[src/rtl/serial_digit_adder.sv]
// serial_digit_adder
//   Adds two WIDTH-bit operands plus a carry-in, DIGIT bits per clock, using a
//   registered ripple carry. The result is available NDIG = WIDTH/DIGIT cycles
//   after an accepted start, with a one-cycle done pulse.
//
// Ports
//   clk       in   clock, rising edge
//   rst       in   synchronous active-high reset
//   start     in   request, sampled only while idle
//   A, B      in   WIDTH-bit operands, captured on accepted start
//   Cin       in   carry-in, captured on accepted start
//   busy      out  high while a sum is in progress
//   done      out  one-cycle pulse when Sum/Cout/overflow update
//   Sum       out  (A+B+Cin) mod 2^WIDTH
//   Cout      out  unsigned carry out of the MSB
//   overflow  out  signed overflow (carry into MSB xor carry out of MSB)
module serial_digit_adder #(
  parameter int WIDTH = 16,
  parameter int DIGIT = 4
) (
  input  logic             clk,
  input  logic             rst,
  input  logic             start,
  input  logic [WIDTH-1:0] A,
  input  logic [WIDTH-1:0] B,
  input  logic             Cin,
  output logic             busy,
  output logic             done,
  output logic [WIDTH-1:0] Sum,
  output logic             Cout,
  output logic             overflow
);

  localparam int NDIG = WIDTH / DIGIT;
  localparam int CW   = (NDIG > 1) ? $clog2(NDIG) : 1;
  localparam logic [CW-1:0]    LAST  = CW'(NDIG - 1);
  localparam logic [WIDTH-1:0] DMASK = WIDTH'({DIGIT{1'b1}});

  if (WIDTH < 1 || DIGIT < 1 || DIGIT > WIDTH || (WIDTH % DIGIT) != 0) begin : g_bad_params
    $error("serial_digit_adder: WIDTH must be >= 1 and divisible by DIGIT, 1 <= DIGIT <= WIDTH");
  end

  typedef enum logic {
    S_IDLE = 1'b0,
    S_RUN  = 1'b1
  } state_t;

  state_t           r_state;
  state_t           w_state_nxt;
  logic             w_accept;
  logic             w_last;

  logic [CW-1:0]    r_cnt;
  logic [WIDTH-1:0] r_opA;
  logic [WIDTH-1:0] r_opB;
  logic [WIDTH-1:0] r_acc;
  logic             r_carry;
  logic [WIDTH-1:0] r_sum;
  logic             r_cout;
  logic             r_ovf;
  logic             r_done;

  logic [31:0]      w_sh;
  logic [WIDTH-1:0] w_a_sh;
  logic [WIDTH-1:0] w_b_sh;
  logic [DIGIT-1:0] w_a_dig;
  logic [DIGIT-1:0] w_b_dig;
  logic [DIGIT:0]   w_dsum;
  logic             w_cmsb;
  logic [WIDTH-1:0] w_acc_nxt;

  // ---------------------------------------------------------------- FSM
  always_ff @(posedge clk) begin
    if (rst) r_state <= S_IDLE;
    else     r_state <= w_state_nxt;
  end

  always_comb begin
    w_state_nxt = r_state;
    w_accept    = 1'b0;
    w_last      = 1'b0;
    case (r_state)
      S_IDLE: begin
        if (start) begin
          w_accept    = 1'b1;
          w_state_nxt = S_RUN;
        end
      end
      S_RUN: begin
        if (r_cnt == LAST) begin
          w_last      = 1'b1;
          w_state_nxt = S_IDLE;
        end
      end
      default: w_state_nxt = S_IDLE;
    endcase
  end

  // ------------------------------------------------------- digit adder
  // The current digit is brought down to bit 0 with a shift rather than a
  // variable part-select, so the same code covers DIGIT == WIDTH.
  always_comb begin
    w_sh      = 32'(r_cnt) * 32'(DIGIT);
    w_a_sh    = r_opA >> w_sh;
    w_b_sh    = r_opB >> w_sh;
    w_a_dig   = w_a_sh[DIGIT-1:0];
    w_b_dig   = w_b_sh[DIGIT-1:0];
    w_dsum    = {1'b0, w_a_dig} + {1'b0, w_b_dig} + (DIGIT+1)'(r_carry);
    // Carry into the digit's top bit recovered from the sum bit: a ^ b ^ s.
    w_cmsb    = w_a_dig[DIGIT-1] ^ w_b_dig[DIGIT-1] ^ w_dsum[DIGIT-1];
    w_acc_nxt = (r_acc & ~(DMASK << w_sh)) | (WIDTH'(w_dsum[DIGIT-1:0]) << w_sh);
  end

  // ---------------------------------------------------------- datapath
  always_ff @(posedge clk) begin
    if (rst) begin
      r_cnt   <= '0;
      r_opA   <= '0;
      r_opB   <= '0;
      r_acc   <= '0;
      r_carry <= 1'b0;
      r_sum   <= '0;
      r_cout  <= 1'b0;
      r_ovf   <= 1'b0;
      r_done  <= 1'b0;
    end else begin
      r_done <= 1'b0;
      if (w_accept) begin
        r_opA   <= A;
        r_opB   <= B;
        r_carry <= Cin;
        r_acc   <= '0;
        r_cnt   <= '0;
      end else if (r_state == S_RUN) begin
        r_acc   <= w_acc_nxt;
        r_carry <= w_dsum[DIGIT];
        r_cnt   <= r_cnt + CW'(1);
        if (w_last) begin
          // Final digit: publish the accumulator including this digit.
          r_sum  <= w_acc_nxt;
          r_cout <= w_dsum[DIGIT];
          r_ovf  <= w_cmsb ^ w_dsum[DIGIT];
          r_done <= 1'b1;
          r_cnt  <= '0;
        end
      end
    end
  end

  assign busy     = (r_state == S_RUN);
  assign done     = r_done;
  assign Sum      = r_sum;
  assign Cout     = r_cout;
  assign overflow = r_ovf;

endmodule

[config.mk]
export PLATFORM = sky130hd
export DESIGN_NAME = serial_digit_adder
export DESIGN_NICKNAME = d
export VERILOG_FILES = /design/src/rtl/serial_digit_adder.sv
export SDC_FILE = /design/constraint.sdc
export NUM_CORES = 1
export LEC_CHECK = 0
export BUFFER_PORTS_ARGS = -buffer_cell sky130_fd_sc_hd__buf_2
export CAP_MARGIN = 15
export CORE_UTILIZATION = 54
export CTS_BUF_LIST = sky130_fd_sc_hd__clkbuf_16
export DETAILED_ROUTE_END_ITERATION = 6
export GPL_ROUTABILITY_DRIVEN = 0
export PLACE_DENSITY = 0.84
export RECOVER_POWER = 50
export SLEW_MARGIN = 20
export SYNTH_ARGS = -nofsm -noshare
export SYNTH_HDL_FRONTEND = slang
export SYNTH_SLANG_ARGS = --single-unit
[constraint.sdc]
create_clock -name clk -period 3.5 [get_ports clk]
set_input_delay 0.7 -clock clk [delete_from_list [all_inputs] [get_ports clk]]
set_output_delay 0.7 -clock clk [all_outputs]
set_load 0.02 [all_outputs]
==> flow_summary.ini <==
[floorplanning]
top_level_ports = 56
placementRows = 26
fp.coreArea_um2 = 5140
floorplan.die_area_um2 = 5660
floorplan.initialDensity = 0.564
die-height_um = 75.2
chipWidth_um = 75.2

[cts]
post_cts_resized = 0
hold_bufs_at_cts = 0
cts_buffer_depth = 2
cts.clk_slew.worst_paths_ns = 0.05
tritoncts_clock_tree = done
clk_latency_ns = 0.33
cts_buffers = 9
ctsHtreeMaxLevel = 3
ctsRootBufferMaster = sky130_fd_sc_hd__clkbuf_16
post-cts-setup-buffers = 0
clkSinkCount = 67

[setup_path]
critical_path.max_stage_delay_ns = 0.70
r2r_start = r_cnt[1]
r2r_slack_ns = 0.67
endpoint_kind = flop
cp-start-kind = flop
worstPathRequired_ns = 3.74
crit_start = r_cnt[1]
worstPathCellList = mux4_2 > fa_1 > fa_1 > xor2_1 > a22oi_1 > a211oi_1
worst_path_max_delay_cell = sky130_fd_sc_hd__dfxtp_1
worstPathMaxFanout = 15
cpMostUsedCell = sky130_fd_sc_hd__fa_1
crit_type = flop to flop
crit_arrival_ns = 3.07

[synth]
synth.net_count = 373
post_synth_inst_count = 328
synth_sequential_area_ratio = 0.463
mappedNetlistArea_um2 = 2900
yosys_warnings = 0
post_synthesis_register_bit_count = 67
avgSynthCellArea_um2 = 8.83
netlist-cell-type-count = 34

[sta]
slew_viols_final = 0
timing.hold.ws_ns = 0.454
pnr_worst_setup_slack_ns = 0.670
grt_setup_unrepaired = false
slew_headroom = 0.115
tns_ns = 0
hold_viol = 0
achievable-frequency_ghz = 0.353
timing_worst_slew_pin_value_ns = 1.33
setup_viol = 0
finalWorstPathRequiredPeriod_ns = 2.83
skew_ns = 0.00433
period_share = 0.809

[placed_design]
io_buffers = 55
pre_cts_slack_ns = 0.703
placed_wire_length_estimate_um = 4380

[routing]
drcViolationCount = 0
dr_total_vias = 2448
routed_wirelength_um = 6320
avgRoutedWirePerCell_um = 14.2
detail-route-antenna-nets = 0
via_density_per_instance = 5.50
drt_pre_antenna_iters = 4
drtIter0Drc = 159

[pwr]
largest_vdd_supply_drop_uv = 299
static-leakage-power_uw = 0.00135
power-per-cell-area_nw_per_um2 = 521

[run]
max-cap-violations = 0

[global_routing]
maximum_number_of_pins_on_one_net_before_global_route_repair = 36
global_route_wire_length_before_repair_um = 10400
grt.total_usage = 0.254
grt_pass1_vias = 2246
grt_remaining_overflow = 0
grt_antenna_before_repair = 0

[final_layout]
antenna_cells_inserted = 0
multi_input_area_um2 = 1400
fill_cells = 468
areaGrowthSynthToFinish_pct = 16.8
ff_latch_area_um2 = 1340
final_nets = 416
drive_above_1_share = 0.179

[hold_path]
worstHoldPathType = flop to flop
holdCritStartpoint = r_opB[13]

[run_status]
run_status = finished, final reports clean
-- flip-flops by register name, indices dropped and copies added (netlist names) --
| name | count |
|---|---|
| r_carry | 1 |
| Sum | 16 |
| overflow | 1 |
| r_opB | 16 |
| r_cnt | 2 |
| r_acc | 12 |
| Cout | 1 |
| r_opA | 16 |
| done | 1 |
| busy | 1 |
-- routing by layer --
layer / up-vias / global-route usage / part of all wire
li1: 1225 / - / -
met5: - / 0 / 0
met2: 77 / 0.414 / 0.50
met1: 1126 / 0.307 / 0.42
met3: 20 / 0.0522 / 0.045
met4: 0 / 0.165 / 0.033
-- layout by cell type, fill, tap and decap left out, drive strengths merged, types with 2 or more instances in the layout --
cell / synthesis / final
a21oi: 38 / 38
a221oi: 6 / 6
nor2: 30 / 30
mux2i: 2 / 2
a211oi: 7 / 7
nor3: 8 / 8
ha: 7 / 7
nand2b: 2 / 2
a32oi: 6 / 6
buf: 20 / 39
a31oi: 4 / 4
nand2: 73 / 73
mux4: 8 / 8
and3: 3 / 3
fa: 2 / 2
and2: 2 / 2
o21ai: 4 / 4
nand3b: 3 / 3
dfxtp: 67 / 67
clkinv: 0 / 4
clkbuf: 8 / 30
nor2b: 2 / 2
inv: 6 / 8
nand3: 6 / 6
a41o: 3 / 3
a22oi: 6 / 6
-- cells by family after synthesis --
group | after synthesis | synth area share
buffers and inverters | 34 | 0.0553
AOI/OAI and AO/OA | 75 | 0.165
and+or+nand+nor | 131 | 0.195
xor gates and xnor gates | 2 | 0.00864
muxes | 10 | 0.0691
adders and majority gates | 9 | 0.0441
DFF | 67 | 0.463
-- path summary, 6_finish.rpt --
check,endpoint,cells past startpoint
max,Sum[6],6
min,r_opB[13],2
max reg2reg,Sum[6],6
min reg2reg,r_opB[13],2
-- cell usage after synthesis --
cell | number | area (µm²)
sky130_fd_sc_hd__a21oi_1 | 38 | 190
sky130_fd_sc_hd__mux2i_1 | 2 | 20.0
sky130_fd_sc_hd__xor2_1 | 1 | 8.76
sky130_fd_sc_hd__clkbuf_1 | 8 | 30.0
sky130_fd_sc_hd__xnor2_2 | 1 | 16.3
sky130_fd_sc_hd__a22oi_1 | 6 | 45.0
sky130_fd_sc_hd__and4b_4 | 1 | 13.8
sky130_fd_sc_hd__fa_1 | 2 | 40.0
sky130_fd_sc_hd__a31oi_1 | 4 | 25.0
sky130_fd_sc_hd__mux4_2 | 8 | 180
sky130_fd_sc_hd__nand2_1 | 73 | 274
sky130_fd_sc_hd__nor3_1 | 8 | 40.0
sky130_fd_sc_hd__nor2_2 | 3 | 18.8
sky130_fd_sc_hd__nor2b_1 | 2 | 12.5
sky130_fd_sc_hd__inv_1 | 5 | 18.8
sky130_fd_sc_hd__and2_2 | 1 | 7.51
sky130_fd_sc_hd__a32oi_1 | 6 | 52.6
sky130_fd_sc_hd__nor2_1 | 27 | 101
sky130_fd_sc_hd__and3_1 | 3 | 18.8
sky130_fd_sc_hd__nand3_1 | 6 | 30.0
sky130_fd_sc_hd__nand2b_1 | 2 | 12.5
sky130_fd_sc_hd__and2_1 | 1 | 6.26
sky130_fd_sc_hd__ha_1 | 7 | 87.6
sky130_fd_sc_hd__buf_2 | 17 | 85.1
sky130_fd_sc_hd__buf_4 | 3 | 22.5
sky130_fd_sc_hd__a221oi_1 | 6 | 52.6
sky130_fd_sc_hd__a41o_1 | 3 | 30.0
sky130_fd_sc_hd__o21ai_0 | 4 | 20.0
sky130_fd_sc_hd__a32o_1 | 1 | 10.0
sky130_fd_sc_hd__or3_1 | 1 | 6.26
sky130_fd_sc_hd__a211oi_1 | 7 | 52.6
sky130_fd_sc_hd__inv_2 | 1 | 3.75
sky130_fd_sc_hd__nand3b_1 | 3 | 22.5
sky130_fd_sc_hd__dfxtp_1 | 67 | 1340
-- through the flow --
stage / std cells / util / power (µW) / instance area, µm²
5_1_grt: 445 / 0.658 / 1830 / 3380
2_1_floorplan: 328 / - / 962 / 2900
4_1_cts: 445 / 0.664 / 1780 / 3410
6_report: 445 / 0.658 / 1760 / 3380
3_3_place_gp: 430 / 0.615 / 1010 / 3160
3_5_place_dp: 430 / 0.615 / 1010 / 3160
-- report_power, final --
part | switching [µW] | total (µW) | internal [µW]
logic | 113 | 187 | 74.4
registers | 19.6 | 813 | 794
clock network | 301 | 763 | 462
-- cell type report --
cell class | count | area share
multi-input combinational | 227 | 0.413
sequential | 67 | 0.397
timing repair buffer | 60 | 0.0832
clock buffer | 9 | 0.0666
tap | 70 | 0.0259
clock inverter | 6 | 0.00777
inverter | 6 | 0.00666
-- worst max-delay path: cells and delay by family (launching register included) --
| kind | cells | cell delay, ns |
|---|---|---|
| flip-flops | 1 | 0.70 |
| multiplexers | 1 | 0.42 |
| AO/OA/AOI/OAI | 2 | 0.42 |
| XOR/XNOR | 1 | 0.32 |
| adder cells (fa/ha/maj) | 2 | 0.88 |
(Power assumes the default switching activity.)
